**src/rtl/jtdd_romarb_if.sv**
```systemverilog
// Bus bundle between the three CPU ROM ports, the ROM arbiter and the SDRAM read channel.
// slave: the arbiter side; master: requesters plus SDRAM controller.
interface jtdd_romarb_if #(
  parameter int AW = 18,
  parameter int DW = 8
);
  logic [2:0]         req_cs;
  logic [2:0][AW-1:0] req_addr;   // {snd,sub,main}
  logic [2:0][DW-1:0] req_data;
  logic [2:0]         req_ok;
  logic               flush;
  logic               sdr_req;
  logic [AW-1:0]      sdr_addr;
  logic               sdr_ack;
  logic               sdr_dst;
  logic [DW-1:0]      sdr_din;

  modport slave (
    input  req_cs, req_addr, flush, sdr_ack, sdr_dst, sdr_din,
    output req_data, req_ok, sdr_req, sdr_addr
  );

  modport master (
    output req_cs, req_addr, flush, sdr_ack, sdr_dst, sdr_din,
    input  req_data, req_ok, sdr_req, sdr_addr
  );
endinterface

```
**src/rtl/jtdd_romarb.sv**
```systemverilog
// ROM read arbiter for the DD core: one-entry cache per CPU, misses served round-robin.
// Optional SDRAM timeout recovery is enabled with `define JTDD_ROMARB_TIMEOUT_EN.

module jtdd_romarb_lane #(
  parameter int AW = 18,
  parameter int DW = 8
) (
  input  logic          clk,
  input  logic          rstn,
  input  logic          cs,
  input  logic [AW-1:0] addr,
  input  logic          flush,
  input  logic          wr,
  input  logic [AW-1:0] wr_addr,
  input  logic [DW-1:0] wr_data,
  output logic [DW-1:0] data,
  output logic          ok,
  output logic          miss
);
  logic          vld;
  logic [AW-1:0] caddr;
  logic          hit;

  assign hit  = vld && (caddr == addr);
  assign ok   = cs && hit;
  assign miss = cs && !hit;

  // flush has priority so a fill landing on the flush cycle is dropped
  always_ff @(posedge clk or negedge rstn) begin
    if (!rstn) begin
      vld   <= 1'b0;
      caddr <= '0;
      data  <= '0;
    end else if (flush) begin
      vld <= 1'b0;
    end else if (wr) begin
      vld   <= 1'b1;
      caddr <= wr_addr;
      data  <= wr_data;
    end
  end
endmodule

module jtdd_romarb #(
  parameter int AW   = 18,
  parameter int DW   = 8,
  parameter int TOUT = 255
) (
  input  logic               clk,
  input  logic               rstn,
  jtdd_romarb_if.slave       bus,
  output logic               busy,
  output logic               timeout_err
);
  typedef enum logic [1:0] {IDLE, REQ, WAIT} st_t;

  st_t        st;
  logic [1:0] gnt, rr, pick, c1, c2;
  logic [2:0] miss, wr;
  logic       fill;

  // first missing requester at or after rr, wrapping 2 -> 0
  always_comb begin
    c1   = (rr == 2'd2) ? 2'd0 : rr + 2'd1;
    c2   = (rr == 2'd0) ? 2'd2 : rr - 2'd1;
    pick = miss[rr] ? rr : (miss[c1] ? c1 : c2);
  end

  // ack and data strobe in the same REQ cycle complete the read directly
  assign fill = ((st == WAIT) && bus.sdr_dst) ||
                ((st == REQ) && bus.sdr_ack && bus.sdr_dst);

  for (genvar i = 0; i < 3; i++) begin : g_lane
    assign wr[i] = fill && (gnt == 2'(i));
    jtdd_romarb_lane #(.AW(AW), .DW(DW)) u_lane (
      .clk     (clk),
      .rstn    (rstn),
      .cs      (bus.req_cs[i]),
      .addr    (bus.req_addr[i]),
      .flush   (bus.flush),
      .wr      (wr[i]),
      .wr_addr (bus.sdr_addr),
      .wr_data (bus.sdr_din),
      .data    (bus.req_data[i]),
      .ok      (bus.req_ok[i]),
      .miss    (miss[i])
    );
  end

`ifdef JTDD_ROMARB_TIMEOUT_EN
  localparam logic [7:0] TLIM = 8'(TOUT - 1);
  logic [7:0] cnt;
`else
  assign timeout_err = 1'b0;
`endif

  always_ff @(posedge clk or negedge rstn) begin
    if (!rstn) begin
      st           <= IDLE;
      gnt          <= 2'd0;
      rr           <= 2'd0;
      busy         <= 1'b0;
      bus.sdr_req  <= 1'b0;
      bus.sdr_addr <= '0;
`ifdef JTDD_ROMARB_TIMEOUT_EN
      cnt         <= 8'd0;
      timeout_err <= 1'b0;
`endif
    end else begin
      case (st)
        IDLE: if (|miss) begin
          gnt          <= pick;
          bus.sdr_addr <= bus.req_addr[pick];
          bus.sdr_req  <= 1'b1;
          busy         <= 1'b1;
          st           <= REQ;
`ifdef JTDD_ROMARB_TIMEOUT_EN
          cnt <= 8'd0;
`endif
        end
        REQ: if (bus.sdr_ack) begin
          bus.sdr_req <= 1'b0;
          st          <= WAIT;
        end
        default: ;
      endcase
      if (fill) begin
        rr   <= (gnt == 2'd2) ? 2'd0 : gnt + 2'd1;
        st   <= IDLE;
        busy <= 1'b0;
      end
`ifdef JTDD_ROMARB_TIMEOUT_EN
      // abandon a stuck read; rr is left alone so the same requester retries
      if (st != IDLE && !fill) begin
        cnt <= cnt + 8'd1;
        if (cnt == TLIM) begin
          st          <= IDLE;
          bus.sdr_req <= 1'b0;
          busy        <= 1'b0;
          timeout_err <= 1'b1;
        end
      end
`endif
    end
  end
endmodule

```
**src/flat_wrapper.sv**
```systemverilog
// flat-port wrapper written by rule: the top's interface ports become plain ports
module jtdd_romarb_flat 
#(
  parameter int AW   = 18,
  parameter int DW   = 8,
  parameter int TOUT = 255
)
  (clk, rstn, busy, timeout_err, bus_req_cs, bus_req_addr, bus_flush, bus_sdr_ack, bus_sdr_dst, bus_sdr_din, bus_req_data, bus_req_ok, bus_sdr_req, bus_sdr_addr);
  jtdd_romarb_if #(.AW(AW), .DW(DW)) bus_i ();
  input  logic clk;
  input  logic rstn;
  output logic busy;
  output logic timeout_err;
  input wire logic [$bits(bus_i.req_cs)-1:0] bus_req_cs;
  input wire logic [$bits(bus_i.req_addr)-1:0] bus_req_addr;
  input wire logic [$bits(bus_i.flush)-1:0] bus_flush;
  input wire logic [$bits(bus_i.sdr_ack)-1:0] bus_sdr_ack;
  input wire logic [$bits(bus_i.sdr_dst)-1:0] bus_sdr_dst;
  input wire logic [$bits(bus_i.sdr_din)-1:0] bus_sdr_din;
  output wire logic [$bits(bus_i.req_data)-1:0] bus_req_data;
  output wire logic [$bits(bus_i.req_ok)-1:0] bus_req_ok;
  output wire logic [$bits(bus_i.sdr_req)-1:0] bus_sdr_req;
  output wire logic [$bits(bus_i.sdr_addr)-1:0] bus_sdr_addr;
  assign bus_i.req_cs = bus_req_cs;
  assign bus_i.req_addr = bus_req_addr;
  assign bus_i.flush = bus_flush;
  assign bus_i.sdr_ack = bus_sdr_ack;
  assign bus_i.sdr_dst = bus_sdr_dst;
  assign bus_i.sdr_din = bus_sdr_din;
  assign bus_req_data = bus_i.req_data;
  assign bus_req_ok = bus_i.req_ok;
  assign bus_sdr_req = bus_i.sdr_req;
  assign bus_sdr_addr = bus_i.sdr_addr;
  jtdd_romarb #(.AW(AW), .DW(DW), .TOUT(TOUT)) u_core (.clk(clk), .rstn(rstn), .bus(bus_i), .busy(busy), .timeout_err(timeout_err));
endmodule
```
**config.mk**
```make
export PLATFORM = sky130hd
export DESIGN_NAME = jtdd_romarb_flat
export DESIGN_NICKNAME = d
export VERILOG_FILES = /design/src/rtl/jtdd_romarb_if.sv /design/src/rtl/jtdd_romarb.sv /design/src/flat_wrapper.sv
export SDC_FILE = /design/constraint.sdc
export NUM_CORES = 1
export LEC_CHECK = 0
export BUFFER_PORTS_ARGS = -buffer_cell sky130_fd_sc_hd__buf_2
export CORE_UTILIZATION = 30
export CTS_CLUSTER_DIAMETER = 40
export DETAILED_ROUTE_END_ITERATION = 12
export GPL_TIMING_DRIVEN = 0
export SLEW_MARGIN = 20
export SYNTH_ARGS = -nofsm -noshare
export SYNTH_HDL_FRONTEND = slang
export SYNTH_SLANG_ARGS = --single-unit
```
**constraint.sdc**
```tcl
create_clock -name clk -period 3.79 [get_ports clk]
set_input_delay 0.1895 -clock clk [delete_from_list [all_inputs] [get_ports clk]]
set_output_delay 0.1895 -clock clk [all_outputs]
set_load 0.05 [all_outputs]
```
-- After elaboration in Yosys (flattened, before gate mapping)
Cells that the tools add are included.
- memories: 0
- bits in read-only memories: 0
- bits in registers: 107
- bits in writable memories: 0
- latch bits: 0
- multipliers: 0
- multiplexer cells: 26
- eq/ne operators: 12
- add/subtract/negate cells: 3
- bitwise gates (word level): 1
- shifts and indexed selects: 0
- reductions and logical operators: 37
- div/mod/pow operators: 0
- order comparisons: 3
- operator list (cell ; number):
    18-bit == test ; 3
    18-bit binary-select mux with 2-bit select ; 1
    18-bit 2-to-1 mux ; 1
    2-bit 2-to-1 mux ; 8
    1-bit logical AND ; 15
    1-bit 2-to-1 mux ; 12
    2-bit nonzero test ; 6
    2-bit AND reduction ; 5
    2-bit by 3-bit less-than comparator with 1-bit output, second input constant ; 3
    2-bit == test, second input constant ; 3
    2-bit logical NOT ; 3
    3-bit AND reduction ; 2
    2-bit by 1-bit adder with 2-bit output, second input constant ; 2
    1-bit binary-select mux with 2-bit select ; 2
    2-bit by 1-bit == test with 1-bit output, second input constant ; 2
    2-bit one-hot mux with 2 select lines ; 1
    1-bit logical NOT ; 3
    3-bit by 1-bit != test with 1-bit output, second input constant ; 1
    3-bit by 2-bit != test with 1-bit output, second input constant ; 1
    3-bit nonzero test ; 1
    3-bit OR reduction ; 1
    2-bit by 1-bit != test with 1-bit output, second input constant ; 1
    2-bit != test, second input constant ; 1
    1-bit one-hot mux with 2 select lines ; 1
    other kinds (3) ; 3

-- Depth between registers and ports, before layout
Gate-level depths: netlist of run 1.
- depth in word-level cells: 10
- mapped depth: 11

-- Hierarchy
From an unflattened synthesis of run 1, not the netlist that was laid out.
- cell total of the unflattened synthesis: 418
- area, all modules: 5315.1 um2
- modules (own cells, without submodules) (module ; area each (um2) ; instances ; cells each ; seq. area each (um2)):
    jtdd_romarb_lane ; 1223.7 ; 3 ; 85 ; 675.6
    jtdd_romarb ; 1644.1 ; 1 ; 163 ; 650.6

-- Worst setup path after synthesis of run 1
OpenSTA, ideal clock, no wires.
- path type: reg-to-reg
- start: register u_core.g_lane[2].u_lane.caddr[7]
- end: register u_core.bus.sdr_addr[0]
- required time: 3658 ps
- path buffers: 2
- period minus slack after synthesis: 2560 ps
- arrival: 2428 ps
- stages on the path, launching flop included: 11
- path slack: 1230 ps
- path through: dfrtp_1 -> xnor2_1 -> nand4_1 -> or4_4 -> o21ai_4 -> o221ai_1 -> a32oi_1 -> buf_4 -> buf_6 -> mux2i_1 -> o221ai_2
- word-level cells in the longest chain between the ends: 10
- elaborated cells between the ends (all ways): 14
- classes of those cells: 1 x eq/ne; 8 x mux; 5 x reduce/logical
- RTL lines (what ; line ; text):
    start: declaration ; jtdd_romarb.sv:21 ; logic [AW-1:0] caddr;
    start signal: assignment ; jtdd_romarb.sv:38 ; caddr <= wr_addr;
    18-bit == test * ; jtdd_romarb.sv:24 ; assign hit = vld && (caddr == addr);
    1-bit logical AND * ; jtdd_romarb.sv:24 ;
    1-bit logical NOT * ; jtdd_romarb.sv:26 ; assign miss = cs && !hit;
    1-bit logical AND * ; jtdd_romarb.sv:26 ;
    1-bit binary-select mux with 2-bit select ; jtdd_romarb.sv:66 ; pick = miss[rr] ? rr : (miss[c1] ? c1 : c2);
    1-bit 2-to-1 mux (implied by the code) ; jtdd_romarb.sv:66 ;
    2-bit 2-to-1 mux (2 in series) ; jtdd_romarb.sv:66 ;
    18-bit binary-select mux with 2-bit select ; jtdd_romarb.sv:113 ; bus.sdr_addr <= bus.req_addr[pick];
    18-bit 2-to-1 mux (implied by the code) ; jtdd_romarb.sv:113 ;
    end signal: assignment ; jtdd_romarb.sv:113 ;
    end: declaration ; jtdd_romarb_if.sv:20 ; output req_data, req_ok, sdr_req, sdr_addr
Mark *: on every way between the ends. The rest lies on a longest branch, timed or not. The select of a mux whose other input is x is not followed.
A chain may end at the register's enable or synchronous reset.

-- Worst setup path after layout of run 1
- start: register u_core.g_lane[0].u_lane.caddr[13]
- end: register u_core.bus.sdr_addr[7]
- word-level cells in the longest chain between the ends: 10
- elaborated cells between the ends (all ways): 14
- classes of those cells: 1 x eq/ne; 8 x mux; 5 x reduce/logical
- RTL lines (what ; line):
    start: declaration ; jtdd_romarb.sv:21
    start signal: assignment ; jtdd_romarb.sv:38
    18-bit == test * ; jtdd_romarb.sv:24
    1-bit logical AND * ; jtdd_romarb.sv:24
    1-bit logical NOT * ; jtdd_romarb.sv:26
    1-bit logical AND * ; jtdd_romarb.sv:26
    1-bit binary-select mux with 2-bit select ; jtdd_romarb.sv:66
    1-bit 2-to-1 mux (implied by the code) ; jtdd_romarb.sv:66
    2-bit 2-to-1 mux (2 in series) ; jtdd_romarb.sv:66
    18-bit binary-select mux with 2-bit select ; jtdd_romarb.sv:113
    18-bit 2-to-1 mux (implied by the code) ; jtdd_romarb.sv:113
Marked as above.

==> results of run 1 <==
[synth_stat cells, drive strengths merged, types with 2 or more instances]
cell,number
nand2,28
a211oi,2
mux2i,19
nand2b,2
a21oi,3
xor2,6
nor2,6
or4b,6
inv,25
buf,9
and3,2
dfrtp,107
o221ai,13
xnor2,48
o211ai,6
a2111oi,3
mux2,79
ha,3
nor3,6
nor4b,2
clkbuf,8
a21o,3
nand3,2
o21a,2
nand4,16
nor4,2
o21ai,10
[worst reg2reg max path, stage by stage (launching register included)]
cell and delay, ps:
dfrtp_1 380, xnor2_1 290, nand4_1 190, nor4_1 670
a21o_1 350, mux2i_4 110, a2111oi_4 560, buf_6 260
nand3_4 120, buf_6 200, o221ai_2 170
[worst max path at each step]
stage / end / start / cells past startpoint / slack (ps)
6_report: u_core.bus.sdr_addr[7]$_DFFE_PN0P_ / u_core.g_lane[0].u_lane.caddr[13]$_DFFE_PN0P_ / 10 / 400
5_1_grt: u_core.bus.sdr_addr[7]$_DFFE_PN0P_ / u_core.g_lane[0].u_lane.caddr[13]$_DFFE_PN0P_ / 10 / 220
4_1_cts: u_core.bus.sdr_addr[7]$_DFFE_PN0P_ / u_core.g_lane[0].u_lane.caddr[13]$_DFFE_PN0P_ / 10 / 410
3_5_place_dp: u_core.bus.sdr_addr[14]$_DFFE_PN0P_ / u_core.g_lane[0].u_lane.caddr[13]$_DFFE_PN0P_ / 10 / 440
3_3_place_gp: u_core.g_lane[1].u_lane.caddr[9]$_DFFE_PN0P_ / u_core.st[1]$_DFFE_PN0P_ / 6 / 310
2_1_floorplan: u_core.bus.sdr_addr[0]$_DFFE_PN0P_ / u_core.g_lane[2].u_lane.caddr[7]$_DFFE_PN0P_ / 10 / 1230
[registers in the layout, summed over array words and instances (netlist names)]
| name | count |
|---|---|
| u_core.g_lane.u_lane.caddr | 54 |
| u_core.g_lane.u_lane.data | 24 |
| u_core.bus.sdr_addr | 18 |
| u_core.g_lane.u_lane.vld | 3 |
| u_core.gnt | 2 |
| u_core.rr | 2 |
| u_core.st | 2 |
| u_core.bus.sdr_req | 1 |
| u_core.busy | 1 |
[metal layers]
layer	track usage (%)	share of wire, %	up-vias
li1	-	-	1801
met3	3.89	6.4	25
met2	27.1	47	134
met4	6.37	2.2	0
met1	22.3	44	1937
met5	0	0	-
[area by class of cell]
| type | instances | area, sq um |
|---|---|---|
| buffer | 17 | 109 |
| sequential | 107 | 2680 |
| clock inverter | 5 | 30.0 |
| multi-input combinational | 279 | 2500 |
| timing repair buffer | 120 | 647 |
| clock buffer | 10 | 239 |
| tap | 225 | 282 |
| fill | 1669 | 10800 |
| inverter | 25 | 93.8 |
[cells by family after synthesis]
group                    synth area share, %
flip-flops                              49.9
AND/OR/NAND/NOR                         7.91
AO/OA/AOI/OAI                           8.44
XOR/XNOR                                8.82
buffers and inverters                   3.78
adder cells (fa/ha/maj)                0.700
other                                 0.0699
multiplexers                            20.4
[stage by stage]
step	util [%]	worst slack (ps)	instances	hold WS (ps)	area, sq um
2_1_floorplan	-	1230	428	-106	5360
3_3_place_gp	35.9	308	769	388	6230
3_5_place_dp	36.3	442	772	115	6300
4_1_cts	37.9	406	788	18.6	6580
5_1_grt	37.9	221	788	27.5	6580
6_report	37.9	396	788	33.1	6580
[report_power, final]
part | switching, W | internal (W) | leakage [nW] | total [W]
clock | 0.000427 | 0.000457 | 0.130 | 0.000884
sequential | 0.000376 | 0.00162 | 1.37 | 0.00200
combinational | 0.00181 | 0.00105 | 1.56 | 0.00287
[repair_timing]
item,CTS,global route
setup endpoints to repair,0,0
hold buffers,1,0
hold endpoints to repair,35,0
==> flow_summary.yaml, run 1 <==
routing:
  final_antenna_net_count: 0
  dr.pass1.iters: 4
  drc: 0
  vias: 3897
  first_iter_violations: 156
  vias_per_cell: 4.95
  wl_microns: 15100
  wl_per_cell_microns: 19.1
critical_path:
  cpLargestDelayFamily: "compound AO/OA/AOI/OAI gates"
  arrival_ps: 3660
  worstSetupEndpointType: "flop"
  required_ps: 4060
  timing.rr.start: "u_core.g_lane[0].u_lane.caddr[13]$_DFFE_PN0P_"
  path_buf_inv: 2
  rrSetupSlack_ps: 400
  critPathKind: "reg -> reg"
  r2r-end: "u_core.bus.sdr_addr[7]$_DFFE_PN0P_"
  cpPeakStageDelay_ps: 670
  crit_fanout: 10
  crit_slowest_cell: "nor4_1"
  startpoint_type: "flop"
  ff2ff_path_depth: 10
  crit_path_cell_trace: "xnor2_1 > nand4_1 > nor4_1 > a21o_1 > mux2i_4 > a2111oi_4 > buf_6 > nand3_4 > buf_6 > o221ai_2"
  crit_path_frequent_cell: "buf_6"
power:
  p_leak_nw: 3.06
  peakVddDrop_uv: 415
  power_w: 0.00575
  powerDensity_nw_per_um2: 874
run_status:
  run_status: "complete, no violations"
sta:
  maxSlewViolCount: 0
  finClkSkew_ps: 13.4
  fin_crit_ps: 3390
  worstMarginPinSlew_ps: 801
  hold_violations: 0
  setup_viol: 0
  rsz0062_at_grt: "false"
  max_slew_margin_pct: 46.6
  max_freq_mhz: 295
  period_share_pct: 89.5
  setup_tns_ps: 0
logic_synthesis:
  syn_nets: 501
  synth_edf_count: 0
  yosysTopAreaCell: "dfrtp_1"
  synthFlopType: "dfrtp_1"
  synthCells: 428
  ys_ff_latch: 107
  synth_area_leaders: "dfrtp_1 (50%), mux2_2 (17%), xnor2_1 (7.8%)"
  netlist.area_leader.share_pct: 49.9
  yosys_warnings: 0
  seq_area_frac_synth_pct: 49.9
  ys_types: 46
  synthArstFlopShare_pct: 100
  syn_area_sq_um: 5360
  synth.avg_cell_area_sq_um: 12.5
final_layout:
  antenna_cells: 0
  final_common_cell: "buf_2"
  areaGrowthSynthToFinish_pct: 22.7
  drive_above_1_share_pct: 44.0
  most-common-layout-cells: "buf_2 (115), dfrtp_1 (107), mux2_2 (79)"
  nNetsFinal: 632
clock_network:
  tritoncts: "yes"
  clk-insertion-delay-late_ps: 360
  cts_root_buffer: "clkbuf_16"
  clk_pin_slew_ps: 80
  post_cts_buffers: 0
  cts_buffer_depth: 2
  cts.sinks: 107
  cts_max_level: 3
  cts_resized: 0
  numCtsBuffers: 9
floorplanning:
  initial_core_util_pct: 30.9
  core_area_sq_um: 17400
  die-area_sq_um: 18400
  die_h_microns: 136
  rows: 48
  num_io_pins: 118
  die_w_microns: 136
worst_hold_path:
  hold_start: "bus_sdr_dst"
  hold_depth: 2
  whs_endpoint: "u_core.st[1]$_DFFE_PN0P_"
  min_path_type: "in -> reg"
global_routing:
  antenna_found_initial: 0
  grt_pass1_vias: 4016
  grt_max_degree: 73
  grt_pass1_wl_microns: 22900
  gr-total-overflow: 0
  grt_usage_pct: 17.0
job:
  maxCapViolations: 0
place:
  hpwl_microns: 11400
  port_buffers: 116
  place.gp.congestion: 0.857
(Power assumes the default switching activity.)
==> run 2: changes to the inputs <==
CORE_UTILIZATION = 25   (was 30)
HOLD_SLACK_MARGIN = 0.15   (was not set)
RECOVER_POWER = 100   (was not set)
==> flow_summary.yaml, run 2 (synthesis results as in run 1) <==
sta:
  maxSlewViolCount: 41
  period_share_pct: 91.0
  setup_tns_ps: 0
  worstMarginPinSlew_ps: 2520
  max_slew_margin_pct: -67.8
  fin_crit_ps: 3450
  max_freq_mhz: 290
  hold_violations: 0
  finClkSkew_ps: 9.80
  setup_viol: 0
  rsz0062_at_grt: "false"
final_layout:
  nFillCells: 2140
  fin_util_pct: 31.8
  top_register: "u_core.g_lane.u_lane.caddr"
  drive_above_1_share_pct: 32.8
  most-common-layout-cells: "dfrtp_1 (107), mux2_2 (79), buf_2 (67)"
  seq_area_sq_um: 2680
  multiInputGateArea_sq_um: 2450
  final_common_cell: "dfrtp_1"
  reg_top3: "u_core.g_lane.u_lane.caddr x54, u_core.g_lane.u_lane.data x24, u_core.bus.sdr_addr x18"
  largest_register_ffs: 54
  areaGrowthSynthToFinish_pct: 24.7
  nNetsFinal: 648
critical_path:
  crit_fanout: 10
  crit_path_cell_trace: "inv_1 > and3_1 > o21ai_0 > nor4b_1 > clkbuf_1 > clkbuf_1 > mux2_2"
  rrSetupSlack_ps: 340
  worstSetupEndpointType: "flop"
  cpPeakStageDelay_ps: 820
  crit_slowest_cell: "nor4b_1"
  arrival_ps: 3690
  critPathKind: "reg -> reg"
  required_ps: 4030
  startpoint_type: "flop"
  crit_path_frequent_cell: "clkbuf_1"
floorplanning:
  rows: 53
  die_h_microns: 148
  die-area_sq_um: 22000
  num_io_pins: 118
  core_area_sq_um: 21000
  initial_core_util_pct: 25.5
  die_w_microns: 148
global_routing:
  grt_usage_pct: 15.0
  grt_pass1_wl_microns: 24500
  grt_max_degree: 68
  grt_pass1_vias: 4108
  antenna_found_initial: 5
  gr-total-overflow: 0
place:
  hpwl_microns: 11700
  place.gp.congestion: 0.847
  port_buffers: 116
routing:
  vias_per_cell: 4.56
  dr.pass1.iters: 4
  vias: 3911
  wl_microns: 15700
  drc: 0
  final_antenna_net_count: 0
  wl_per_cell_microns: 18.3
  first_iter_violations: 197
clock_network:
  tritoncts: "yes"
  clk-insertion-delay-late_ps: 360
  cts_buffer_depth: 2
  cts_root_buffer: "clkbuf_16"
  cts.sinks: 107
  numCtsBuffers: 9
  cts_max_level: 3
  clk_pin_slew_ps: 70
power:
  p_leak_nw: 2.95
  powerDensity_nw_per_um2: 857
  peakVddDrop_uv: 356
  power_w: 0.00573
worst_hold_path:
  min_path_type: "in -> reg"
job:
  maxCapViolations: 1
run_status:
  run_status: "finished with violations"
  violations: "max-capacitance violations, max-slew violations"
[run 2: per-stage QoR]
| step | cells | setup WS [ps] | instance area, sq um | hold slack, ps |
|---|---|---|---|---|
| global route | 855 | 40.6 | 6690 | 171 |
| detailed placement | 822 | 442 | 6360 | 150 |
| CTS | 855 | 407 | 6830 | 154 |
| floorplan | 428 | 1230 | 5360 | -106 |
| finish | 857 | 342 | 6690 | 155 |
| global placement | 819 | 287 | 6290 | 401 |
[run 2: area by class of cell]
cell class                 instances  share of cell area, %
buffer                            17                   1.59
clock buffer                      10                   3.42
timing repair buffer             136                   10.8
clock inverter                     6                  0.972
inverter                          25                   1.40
antenna                            2                 0.0748
sequential                       107                   40.0
multi-input combinational        279                   36.6
tap                              275                   5.14
[run 2: report_power, final]
| group | leakage (nW) | switching [W] | internal (W) | total [W] |
|---|---|---|---|---|
| clock | 0.143 | 0.000451 | 0.000515 | 0.000965 |
| sequential | 1.37 | 0.000376 | 0.00162 | 0.00200 |
| combinational | 1.44 | 0.00180 | 0.000970 | 0.00277 |
| total | 2.95 | 0.00263 | 0.00311 | 0.00573 |
[run 2: path summary, 6_finish.rpt]
check / start / end / cells past startpoint
setup / recovery: u_core.st[1]$_DFFE_PN0P_ / u_core.g_lane[2].u_lane.caddr[4]$_DFFE_PN0P_ / 7
min in group asynchronous: rstn / u_core.bus.sdr_addr[13]$_DFFE_PN0P_ / 2
hold reg to reg: u_core.g_lane[1].u_lane.vld$_DFFE_PN0P_ / u_core.g_lane[1].u_lane.vld$_DFFE_PN0P_ / 1
max in group asynchronous: rstn / u_core.st[1]$_DFFE_PN0P_ / 2
hold / removal: bus_req_addr[24] / u_core.bus.sdr_addr[6]$_DFFE_PN0P_ / 3
setup reg to reg: u_core.st[1]$_DFFE_PN0P_ / u_core.g_lane[2].u_lane.caddr[4]$_DFFE_PN0P_ / 7
[run 2: what timing repair did]
item / in CTS / in global routing
hold buffers: 17 / 0
setup buffers: 0 / 0
endpoints found under the hold margin: 72 / 0
resized for setup: 0 / 0
[run 2: critical path: cells and delay by family (launching register included)]
family                 cells  cell delay [ps]
DFF                        1              410
and+or+nand+nor            2              990
muxes                      1              410
buffers and inverters      3             1170
AOI/OAI and AO/OA          1              320
[run 2: per-layer routing]
metal	routed length, microns	GRT usage (%)	share of wire [%]	up-vias
met5	35	0	0.22	-
met4	293	5.05	1.9	6
met3	1250	4.60	8.0	30
met2	7260	24.0	46	120
met1	6820	19.3	44	1929
li1	-	-	-	1826
==> run 3: changes to the inputs <==
SETUP_SLACK_MARGIN = 0.5   (was not set)
SYNTH_HIERARCHICAL = 1   (was not set)
==> flow_summary.yaml, run 3 <==
sta:
  fin_crit_ps: 3290
  hold_violations: 0
  period_share_pct: 86.9
  rsz0062_at_grt: "false"
  setup_viol: 0
  setup_tns_ps: 0
  finClkSkew_ps: 12.2
  maxSlewViolCount: 0
  worstMarginPinSlew_ps: 1370
  max_slew_margin_pct: 8.43
  max_freq_mhz: 304
logic_synthesis:
  synthArstFlopShare_pct: 100
  ys_types: 37
  syn_area_sq_um: 5320
  synthAdderAreaFrac_pct: 0.942
  synthTopCellsByCount: "dfrtp_1 (107), mux2_2 (78), xnor2_1 (45)"
  yosysTopAreaCell: "dfrtp_1"
  syn_nets: 492
  synthCells: 418
  synthFlopType: "dfrtp_1"
  synth_area_leaders: "dfrtp_1 (50%), mux2_2 (17%), xnor2_1 (7.4%)"
  muxShareOfSynthArea_pct: 20.8
  ys_ff_latch: 107
  yosys_warnings: 6
  netlist.area_leader.share_pct: 50.4
  synth_simple_gate_area_share_pct: 6.59
  synth_edf_count: 0
  synth_top_family_by_area: "multiplexers"
  synth_xor_area_share_pct: 8.90
  synth.avg_cell_area_sq_um: 12.7
  seq_area_frac_synth_pct: 50.4
  synth_compound_area_share_pct: 7.34
  yosys.cell_count.top_type: "dfrtp_1"
place:
  port_buffers: 116
  hpwl_microns: 10600
  place.gp.congestion: 0.779
routing:
  wl_microns: 14500
  wl_per_cell_microns: 17.1
  vias: 3676
  vias_per_cell: 4.32
  first_iter_violations: 239
  drc: 0
  dr.pass1.iters: 4
  final_antenna_net_count: 0
final_layout:
  top_register: "u_core/g_lane.u_lane/caddr"
  most-common-layout-cells: "dfrtp_1 (107), mux2_2 (78), buf_2 (69)"
  final_common_cell: "dfrtp_1"
  largest_register_ffs: 54
  areaGrowthSynthToFinish_pct: 25.7
  fin_util_pct: 32.5
  nFillCells: 2161
  nNetsFinal: 648
  reg_top3: "u_core/g_lane.u_lane/caddr x54, u_core/g_lane.u_lane/data x24, u_core/bus.sdr_addr x18"
  drive_above_1_share_pct: 31.1
global_routing:
  grt_pass1_vias: 3863
  grt_max_degree: 55
  grt_usage_pct: 14.1
  gr-total-overflow: 0
  grt_pass1_wl_microns: 22700
  antenna_found_initial: 2
floorplanning:
  rows: 52
  num_io_pins: 118
  die-area_sq_um: 21800
  die_w_microns: 148
  die_h_microns: 148
  core_area_sq_um: 20600
  initial_core_util_pct: 25.9
critical_path:
  ff2ff_path_depth: 10
  worstSetupEndpointType: "flop"
  timing.rr.start: "u_core/g_lane[0].u_lane/caddr[2]$_DFFE_PN0P_"
  required_ps: 4060
  startpoint_type: "flop"
  rrSetupSlack_ps: 500
  r2r-end: "u_core/bus.sdr_addr[15]$_DFFE_PN0P_"
  crit_fanout: 10
  critPathKind: "reg -> reg"
  arrival_ps: 3570
worst_hold_path:
  whs_endpoint: "u_core/bus.sdr_addr[9]$_DFFE_PN0P_"
  hold_depth: 3
  min_path_type: "in -> reg"
  hold_start: "bus_req_addr[45]"
power:
  powerDensity_nw_per_um2: 836
  p_leak_nw: 2.95
  peakVddDrop_uv: 392
clock_network:
  numCtsBuffers: 9
  cts_buffer_depth: 2
  cts_root_buffer: "clkbuf_16"
  cts_max_level: 3
  post_cts_buffers: 0
  tritoncts: "yes"
  clk_pin_slew_ps: 70
  clk-insertion-delay-late_ps: 360
  cts.sinks: 107
run_status:
  run_status: "complete, no violations"
job:
  maxCapViolations: 0
[run 3: cell count changes after synthesis, sizes merged, moves of 4 or more]
cell and change:
or4b -6, nand2 -5, o211ai -5, o21ai -4
nand4 -4, clkbuf -5, nor2b +6, o221ai +5
buf +6
[run 3: where the power goes]
| group | switching [W] | internal, W | leakage (nW) |
|---|---|---|---|
| registers | 0.000390 | 0.00165 | 1.37 |
| logic | 0.00164 | 0.000953 | 1.45 |
| clock network | 0.000448 | 0.000504 | 0.141 |
[run 3: critical path, stage by stage (launching register included)]
cell and delay (ps):
dfrtp_1 390, xnor2_1 170, nand4_1 180, nor4_1 530
a21boi_1 240, mux2_4 330, and3_4 170, o32ai_1 490
o211ai_4 270, buf_6 250, o221ai_1 180
[run 3: through the flow]
step	instances	setup slack (ps)	area [sq um]	power (W)	hold slack, ps
after floorplan	418	1290	5320	0.00404	-106
after global placement	804	421	6230	0.00472	418
after detailed placement	805	404	6270	0.00477	189
after CTS	849	522	6860	0.00577	153
after global routing	850	277	6680	0.00595	167
final	850	496	6680	0.00559	167
[run 3: worst max path at each step]
| stage | end | slack (ps) | start | cells past startpoint |
|---|---|---|---|---|
| after floorplan | u_core/bus.sdr_addr[0]$_DFFE_PN0P_ | 1290 | u_core/g_lane[0].u_lane/caddr[2]$_DFFE_PN0P_ | 11 |
| after global placement | u_core/bus.sdr_addr[15]$_DFFE_PN0P_ | 420 | u_core/g_lane[0].u_lane/caddr[2]$_DFFE_PN0P_ | 10 |
| after detailed placement | u_core/bus.sdr_addr[2]$_DFFE_PN0P_ | 400 | u_core/g_lane[0].u_lane/caddr[2]$_DFFE_PN0P_ | 10 |
| after CTS | u_core/bus.sdr_addr[2]$_DFFE_PN0P_ | 520 | bus_req_addr[51] | 12 |
| after global routing | u_core/bus.sdr_addr[0]$_DFFE_PN0P_ | 280 | u_core/g_lane[1].u_lane/caddr[13]$_DFFE_PN0P_ | 10 |
| final | u_core/bus.sdr_addr[15]$_DFFE_PN0P_ | 500 | u_core/g_lane[0].u_lane/caddr[2]$_DFFE_PN0P_ | 10 |
[run 3: final cells by class]
| class | count | area (sq um) | area share, % |
|---|---|---|---|
| Sequential cell | 107 | 2680 | 40.1 |
| Clock inverter | 4 | 32.5 | 0.487 |
| Buffer | 18 | 98.8 | 1.48 |
| Antenna cell | 1 | 2.50 | 0.0375 |
| Timing Repair Buffer | 145 | 815 | 12.2 |
| Multi-Input combinational cell | 268 | 2360 | 35.3 |
| Tap cell | 270 | 338 | 5.06 |
| Inverter | 25 | 93.8 | 1.40 |
| Clock buffer | 12 | 267 | 3.99 |
[run 3: timing repair]
item                                    in CTS  in global routing
gates cloned                                 0                  0
endpoints found under the hold margin       97                  0
endpoints found under the setup margin      11                 19
resized for setup                            2                  7
hold buffers                                28                  0
[run 3: logic make-up (layout without fill, tap and decap cells)]
| family | Yosys count | count (layout) |
|---|---|---|
| DFF | 107 | 107 |
| muxes | 100 | 100 |
| and+or+nand+nor | 68 | 68 |
| xor gates and xnor gates | 54 | 54 |
| buffers and inverters | 43 | 204 |
| AOI/OAI and AO/OA | 41 | 41 |
| adders and majority gates | 4 | 4 |
| other | 1 | 2 |
[run 3: layer usage]
| layer | up-vias | global-route usage [%] | share of wire [%] |
|---|---|---|---|
| met2 | 66 | 23.0 | 49 |
| li1 | 1779 | - | - |
| met5 | - | 0 | 0.090 |
| met1 | 1817 | 18.1 | 45 |
| met4 | 2 | 5.88 | 1.6 |
| met3 | 12 | 3.06 | 4.1 |
